$ cat src/rtl/alu_job_ctrl_pkg.sv
// Shared types for the ALU job controller: FSM state encoding and ALU op-codes.
package alu_job_ctrl_pkg;

  typedef enum logic [1:0] {
    ST_IDLE = 2'd0,
    ST_CFG  = 2'd1,
    ST_RUN  = 2'd2,
    ST_DONE = 2'd3
  } state_e;

  typedef logic [1:0] alu_op_t;

  localparam alu_op_t OP_ADD = 2'd0;
  localparam alu_op_t OP_SUB = 2'd1;
  localparam alu_op_t OP_MUL = 2'd2;
  localparam alu_op_t OP_XOR = 2'd3;

endpackage

$ cat src/rtl/alu_job_ctrl.sv
// Job controller: writes the ALU op to a CSR, gates len operand beats per input, waits for len results.
// Optional cycle counter on perf_cycles_o when ALU_JOB_CTRL_PERF_EN is defined.
module alu_job_ctrl
  import alu_job_ctrl_pkg::*;
#(
  parameter int unsigned                LenWidth     = 16,
  parameter int unsigned                RegAddrWidth = 3,
  parameter int unsigned                RegDataWidth = 32,
  parameter logic [RegAddrWidth-1:0]    CfgAddr      = '0
) (
  input  logic                    clk_i,
  input  logic                    rst_ni,
  input  logic                    job_valid_i,
  output logic                    job_ready_o,
  input  logic [1:0]              job_op_i,
  input  logic [LenWidth-1:0]     job_len_i,
  output logic                    busy_o,
  output logic                    done_o,
  output logic [RegAddrWidth-1:0] csr_addr_o,
  output logic [RegDataWidth-1:0] csr_wr_data_o,
  output logic                    csr_wr_en_o,
  output logic                    csr_req_valid_o,
  input  logic                    csr_req_ready_i,
  input  logic [1:0]              op_valid_i,
  output logic [1:0]              op_ready_o,
  output logic [1:0]              op_valid_o,
  input  logic [1:0]              op_ready_i,
  input  logic                    res_valid_i,
  input  logic                    res_ready_i
`ifdef ALU_JOB_CTRL_PERF_EN
  ,
  output logic [31:0]             perf_cycles_o
`endif
);

  state_e              state_reg, state_next;
  alu_op_t             op_reg;
  logic [LenWidth-1:0] len_reg;
  logic [LenWidth-1:0] res_cnt_reg;
  logic [LenWidth-1:0] cnt_reg [2];
  logic [1:0]          gate;
  logic                job_accept;
  logic                res_hs;

  assign job_accept = (state_reg == ST_IDLE) && job_valid_i;
  assign res_hs     = (state_reg == ST_RUN) && res_valid_i && res_ready_i;
  assign busy_o     = (state_reg != ST_IDLE);

  // Each operand lane closes independently once it has passed len beats.
  for (genvar gi = 0; gi < 2; gi++) begin : g_lane
    assign gate[gi]       = (state_reg == ST_RUN) && (cnt_reg[gi] < len_reg);
    assign op_valid_o[gi] = op_valid_i[gi] & gate[gi];
    assign op_ready_o[gi] = op_ready_i[gi] & gate[gi];
  end

  always_ff @(posedge clk_i or negedge rst_ni) begin
    if (!rst_ni) begin
      state_reg <= ST_IDLE;
    end else begin
      state_reg <= state_next;
    end
  end

  always_ff @(posedge clk_i or negedge rst_ni) begin
    if (!rst_ni) begin
      op_reg      <= OP_ADD;
      len_reg     <= '0;
      res_cnt_reg <= '0;
      for (int k = 0; k < 2; k++) cnt_reg[k] <= '0;
    end else if (job_accept) begin
      op_reg      <= job_op_i;
      len_reg     <= job_len_i;
      res_cnt_reg <= '0;
      for (int k = 0; k < 2; k++) cnt_reg[k] <= '0;
    end else begin
      if (res_hs) res_cnt_reg <= res_cnt_reg + 1'b1;
      for (int k = 0; k < 2; k++) begin
        if (op_valid_o[k] && op_ready_i[k]) cnt_reg[k] <= cnt_reg[k] + 1'b1;
      end
    end
  end

  always_comb begin
    state_next      = state_reg;
    job_ready_o     = 1'b0;
    done_o          = 1'b0;
    csr_req_valid_o = 1'b0;
    csr_wr_en_o     = 1'b0;
    csr_addr_o      = '0;
    csr_wr_data_o   = '0;
    case (state_reg)
      ST_IDLE: begin
        job_ready_o = 1'b1;
        if (job_valid_i) state_next = ST_CFG;
      end
      ST_CFG: begin
        csr_req_valid_o = 1'b1;
        csr_wr_en_o     = 1'b1;
        csr_addr_o      = CfgAddr;
        csr_wr_data_o   = RegDataWidth'(op_reg);
        if (csr_req_ready_i) state_next = (len_reg == '0) ? ST_DONE : ST_RUN;
      end
      ST_RUN: begin
        // len is non-zero here, so len-1 cannot underflow.
        if (res_hs && (res_cnt_reg == len_reg - 1'b1)) state_next = ST_DONE;
      end
      ST_DONE: begin
        done_o     = 1'b1;
        state_next = ST_IDLE;
      end
      default: state_next = ST_IDLE;
    endcase
  end

`ifdef ALU_JOB_CTRL_PERF_EN
  logic [31:0] perf_cnt_reg;

  always_ff @(posedge clk_i or negedge rst_ni) begin
    if (!rst_ni) begin
      perf_cnt_reg <= '0;
    end else if (job_accept) begin
      perf_cnt_reg <= '0;
    end else if (((state_reg == ST_CFG) || (state_reg == ST_RUN)) && (perf_cnt_reg != '1)) begin
      perf_cnt_reg <= perf_cnt_reg + 1'b1;
    end
  end

  assign perf_cycles_o = perf_cnt_reg;
`endif

endmodule

$ cat config.mk
export PLATFORM = sky130hd
export DESIGN_NAME = alu_job_ctrl
export DESIGN_NICKNAME = d
export VERILOG_FILES = /design/src/rtl/alu_job_ctrl_pkg.sv /design/src/rtl/alu_job_ctrl.sv
export SDC_FILE = /design/constraint.sdc
export NUM_CORES = 1
export LEC_CHECK = 0
export BUFFER_PORTS_ARGS = -buffer_cell sky130_fd_sc_hd__buf_2
export CAP_MARGIN = 25
export CORE_MARGIN = 5
export CORE_UTILIZATION = 56
export DETAILED_ROUTE_END_ITERATION = 7
export PLACE_DENSITY = 0.78
export SLEW_MARGIN = 10
export SYNTH_ARGS = -nofsm -noshare
export SYNTH_HDL_FRONTEND = slang
export SYNTH_SLANG_ARGS = --single-unit
$ cat constraint.sdc
create_clock -name clk_i -period 4.4 [get_ports clk_i]
set_input_delay 0.88 -clock clk_i [delete_from_list [all_inputs] [get_ports clk_i]]
set_output_delay 0.88 -clock clk_i [all_outputs]
set_load 0.05 [all_outputs]
# --- After elaboration in Yosys (flattened, before gate mapping) ---
# Cells that the tools add are included.
totals:
  register_bits: 68
  out_inout_bits: 44
classes:
  addsub: 4
  order_cmp: 2
  n_eq_ne: 7
  mux: 14
  n_bitwise: 4
  reduce_logical: 15
ops:
  columns: ["op", "count"]
  rows:
  - ["16-bit two-way mux", 4]
  - ["16-bit by 1-bit adder with 16-bit output, second input constant", 3]
  - ["16-bit < comparator", 2]
  - ["32-bit two-way mux", 1]
  - ["16-bit == test", 1]
  - ["16-bit logical NOT", 1]
  - ["16-bit by 1-bit subtractor with 16-bit output, second input constant", 1]
  - ["1-bit logical AND", 8]
  - ["2-bit two-way mux", 4]
  - ["2-bit case mux with 4 select lines", 1]
  - ["2-bit nonzero test", 4]
  - ["1-bit bitwise AND", 4]
  - ["2-bit == test, second input constant", 2]
  - ["1-bit two-way mux", 4]
  - ["2-bit != test, second input constant", 2]
  - ["3-bit AND reduction", 1]
  - ["2-bit by 1-bit == test with 1-bit output, second input constant", 1]
  - ["2-bit logical NOT", 1]
  - ["2-bit by 1-bit != test with 1-bit output, second input constant", 1]

# --- Logic depth before layout (Yosys ltp) ---
depth:
  depth_word: 6
  depth_mapped: 11
  mapped_depth_nobuf: 9

# --- Worst setup path after synthesis ---
# OpenSTA, ideal clock, no wires.
synth_path:
  path_type: "reg-to-output"
  startpoint: "register len_reg[5]"
  endpoint: "output op_ready_o[0]"
  arrival_ps: 2574
  t_required_ps: 3520
  slack_ps: 946
  stages_incl_launch_ff: 10
  cell_sequence: "dfrtp_1 inv_1 ha_1 a21o_1 a21o_1 a21oi_1 a2111o_1 o221ai_1 clkbuf_1 nor2_1"
synth_between:
  elab_chain_len: 3
synth_rtl:
  columns: ["item", "line_no", "text"]
  rows:
  - ["start, declared", "alu_job_ctrl.sv:38", "logic [LenWidth-1:0] len_reg;"]
  - ["start signal, assigned", "alu_job_ctrl.sv:72", "len_reg <= job_len_i;"]
  - ["16-bit < comparator", "alu_job_ctrl.sv:51", "assign gate[gi] = (state_reg == ST_RUN) && (cnt_reg[gi] < len_reg);"]
  - ["1-bit logical AND", "alu_job_ctrl.sv:51", null]
  - ["1-bit bitwise AND", "alu_job_ctrl.sv:53", "assign op_ready_o[gi] = op_ready_i[gi] & gate[gi];"]
  - ["end, declared", "alu_job_ctrl.sv:25", "output logic [1:0] op_ready_o,"]
# No other way between the ends.

# --- Worst setup path in the final report ---
layout_path:
  startpoint: "register len_reg[1]"
  endpoint: "output op_ready_o[1]"
# The elaborated chain is that of the path after synthesis.

==> results.toml <==
[run_status]
outcome = "finished clean"

[global_route]
grt_pass1_vias = 4246
grt.overflow.total = 0
grt_util_all_layers_pct = 22.93
grt_max_degree = 51
antenna_found_initial = 0
grt_pass1_wl_um = 20780

[synthesis]
synth-compound-area-share_pct = 17.04
seq_area_frac_synth_pct = 33.64
synth_edf_count = 0
synth.largest_area_cell = "dfrtp_1"
ys_ff_latch = 68
synth_ff_type = "dfrtp_1"
yosys-top-cells-area = "dfrtp_1, ha_1, buf_4"
synthMuxAreaShare_pct = 2.003
netlist.area_leader.share_pct = 33.64
syn_area_per_cell_um2 = 8.707
synthSimpleGateAreaFrac_pct = 21.96
synth-xor-area-share_pct = 6.060
netlist_area_um2 = 5059
synth_warnings = 0
synth.distinct_cells = 65
netlist_instances = 581
synth_fa_ha_area_share_pct = 9.646
synthArstFlopShare_pct = 100.0
synth_top_family_by_area = "simple AND/OR/NAND/NOR gates"

[clock_tree]
clock_sinks = 68
cts-root-buf = "clkbuf_8"
cts_hold_buf = 0
cts_setup_buffers = 0
cts_resized = 0
clk_pin_slew_worst_paths_ps = 80
htreeDepth = 3
cts_tree = "built"
clockBufferDepth = 2
clk-insertion-delay-late_ps = 370
numCtsBuffers = 9

[routing]
dr.max_layer_used = "met4"
postRouteWirelength_um = 12460
wire_per_inst_um = 17.26
drcViolationCount = 0
met2_length_um = 6060
first_iter_violations = 248
met1Wirelength_um = 5413
vias = 4380
routed_via_density = 6.066
dr.pass1.iters = 5
dr_wl_met3_um = 620
antenna_left = 0

[power]
ir_drop_v = 0.0003018
cellLeakagePower_uw = 0.002526
power_density_nw_per_um2 = 555.7

[timing]
maxSlewViolCount = 0
period_share_pct = 84.31
fmax_mhz = 269.6
final-setup-viol-count = 0
relSlewSlack_pct = 49.65
finalHoldViolCount = 0
grt_setup_unrepaired = "no"
tns_ps = 0
tightestPinTransition_ps = 755.3
fin_skew_ps = 8.846
post-route-min-period_ps = 3710

[setup_path]
r2r_start = "len_reg[0]"
path_cells = "inv_1 > ha_1 > a2111o_1 > a31oi_1 > o21ai_1 > nand2_1 > o2111a_1 > and2_1 > buf_2"
crit_buf_inv = 2
startpoint = "len_reg[1]"
end_kind = "output pin"
r2r_end = "state_reg[1]"
slowest_delay_ps = 490
cp-start-kind = "flop"
crit_arrival_ps = 2830
crit_path_max_fanout = 8
critPathTopFamily = "compound AO/OA/AOI/OAI gates"
slowest_stage = "dfrtp_1"
regToRegSetupSlack_ps = 1260
reg2regPathDepth = 9
required_ps = 3520
path_class = "reg -> out"

[finish]
regArea_um2 = 1702
final_nets = 676
n_fill_cell = 763
area_growth_pct = 7.841
multi_input_comb_area_um2 = 2994
instances_no_fill = 722
largest_reg_flops = 32
drive_above_1_share_pct = 12.87
diodes = 0

[floorplanning]
num_rows = 34
pin_count = 72
die_x_um = 105.0
start_util_pct = 57.72
die_h_um = 105.0
die_area_um2 = 11030
core_area_um2 = 8763

[place]
hpwl_um = 9118
gp_congestion = 0.8733
port_buffers = 38
place_inst = 706

[job]
maxCapViolCount = 0

[worst_hold_path]
hold_path_class = "in -> async"
[cells in the mapped netlist (all sizes together) (18+ instances only)]
library cell,n
o21ai,30
inv,34
xnor2,19
nand3,20
clkbuf,18
nand2,53
buf,40
nor2,45
a21oi,31
ha,39
nand4,23
dfrtp,68
[kinds of logic after synthesis]
kind of cell / Yosys count
buffers and inverters: 92
other: 1
and+or+nand+nor: 210
adders and majority gates: 39
DFF: 68
AOI/OAI and AO/OA: 126
xor gates and xnor gates: 35
muxes: 10
[per-layer routing]
layer  track usage, %  up-vias
met4            9.406        0
met2            37.37      158
met5                0        -
met3            4.254       33
met1            29.97     2114
li1                 -     2075
[placed cells by master (no fill, tap or decap), types with 9 or more instances in the layout]
cell type / count
a21oi_1: 31
buf_2: 38
clkbuf_8: 13
conb_1: 33
dfrtp_1: 68
ha_1: 39
inv_1: 34
mux2i_1: 9
nand2_1: 52
nand2b_1: 9
nand3_1: 20
nand4_1: 23
nor2_1: 45
nor3_1: 10
o21ai_0: 29
o31ai_1: 9
or4_1: 10
xnor2_1: 19
xor2_1: 16
[worst max path at each step]
stage | end | slack, ps | cells past startpoint
finish | op_ready_o[1] | 690 | 9
detailed placement | op_ready_o[1] | 1190 | 9
floorplan | op_ready_o[0] | 950 | 9
global route | op_ready_o[1] | 590 | 9
global placement | op_ready_o[1] | 1290 | 9
CTS | op_ready_o[1] | 740 | 9
[metrics by stage]
step | total power, uW | util [%] | instance area, um2 | hold slack [ps] | setup WS, ps
detailed placement | 2318 | 59.18 | 5186 | 466.5 | 1190
CTS | 3027 | 62.25 | 5455 | 442.3 | 739.5
floorplan | 2001 | - | 5179 | 438.0 | 946.1
global route | 3232 | 62.25 | 5455 | 462.4 | 592.9
finish | 3032 | 62.25 | 5455 | 436.4 | 690.2
global placement | 2251 | 59.18 | 5186 | 454.9 | 1290
[where the power goes]
| group | total, uW | internal, uW | switching, uW |
|---|---|---|---|
| Sequential | 940 | 744 | 196 |
| Combinational | 1390 | 467 | 925 |
| Clock | 700 | 439 | 261 |
[area by class of cell]
| cell class | count | share of cell area [%] |
|---|---|---|
| inverter | 34 | 2.339 |
| sequential | 68 | 31.19 |
| tap | 108 | 2.477 |
| clock buffer | 13 | 3.280 |
| multi-input combinational | 453 | 54.89 |
| clock inverter | 3 | 1.651 |
| timing repair buffer | 43 | 4.174 |
Power figures use the tool's default switching activity.
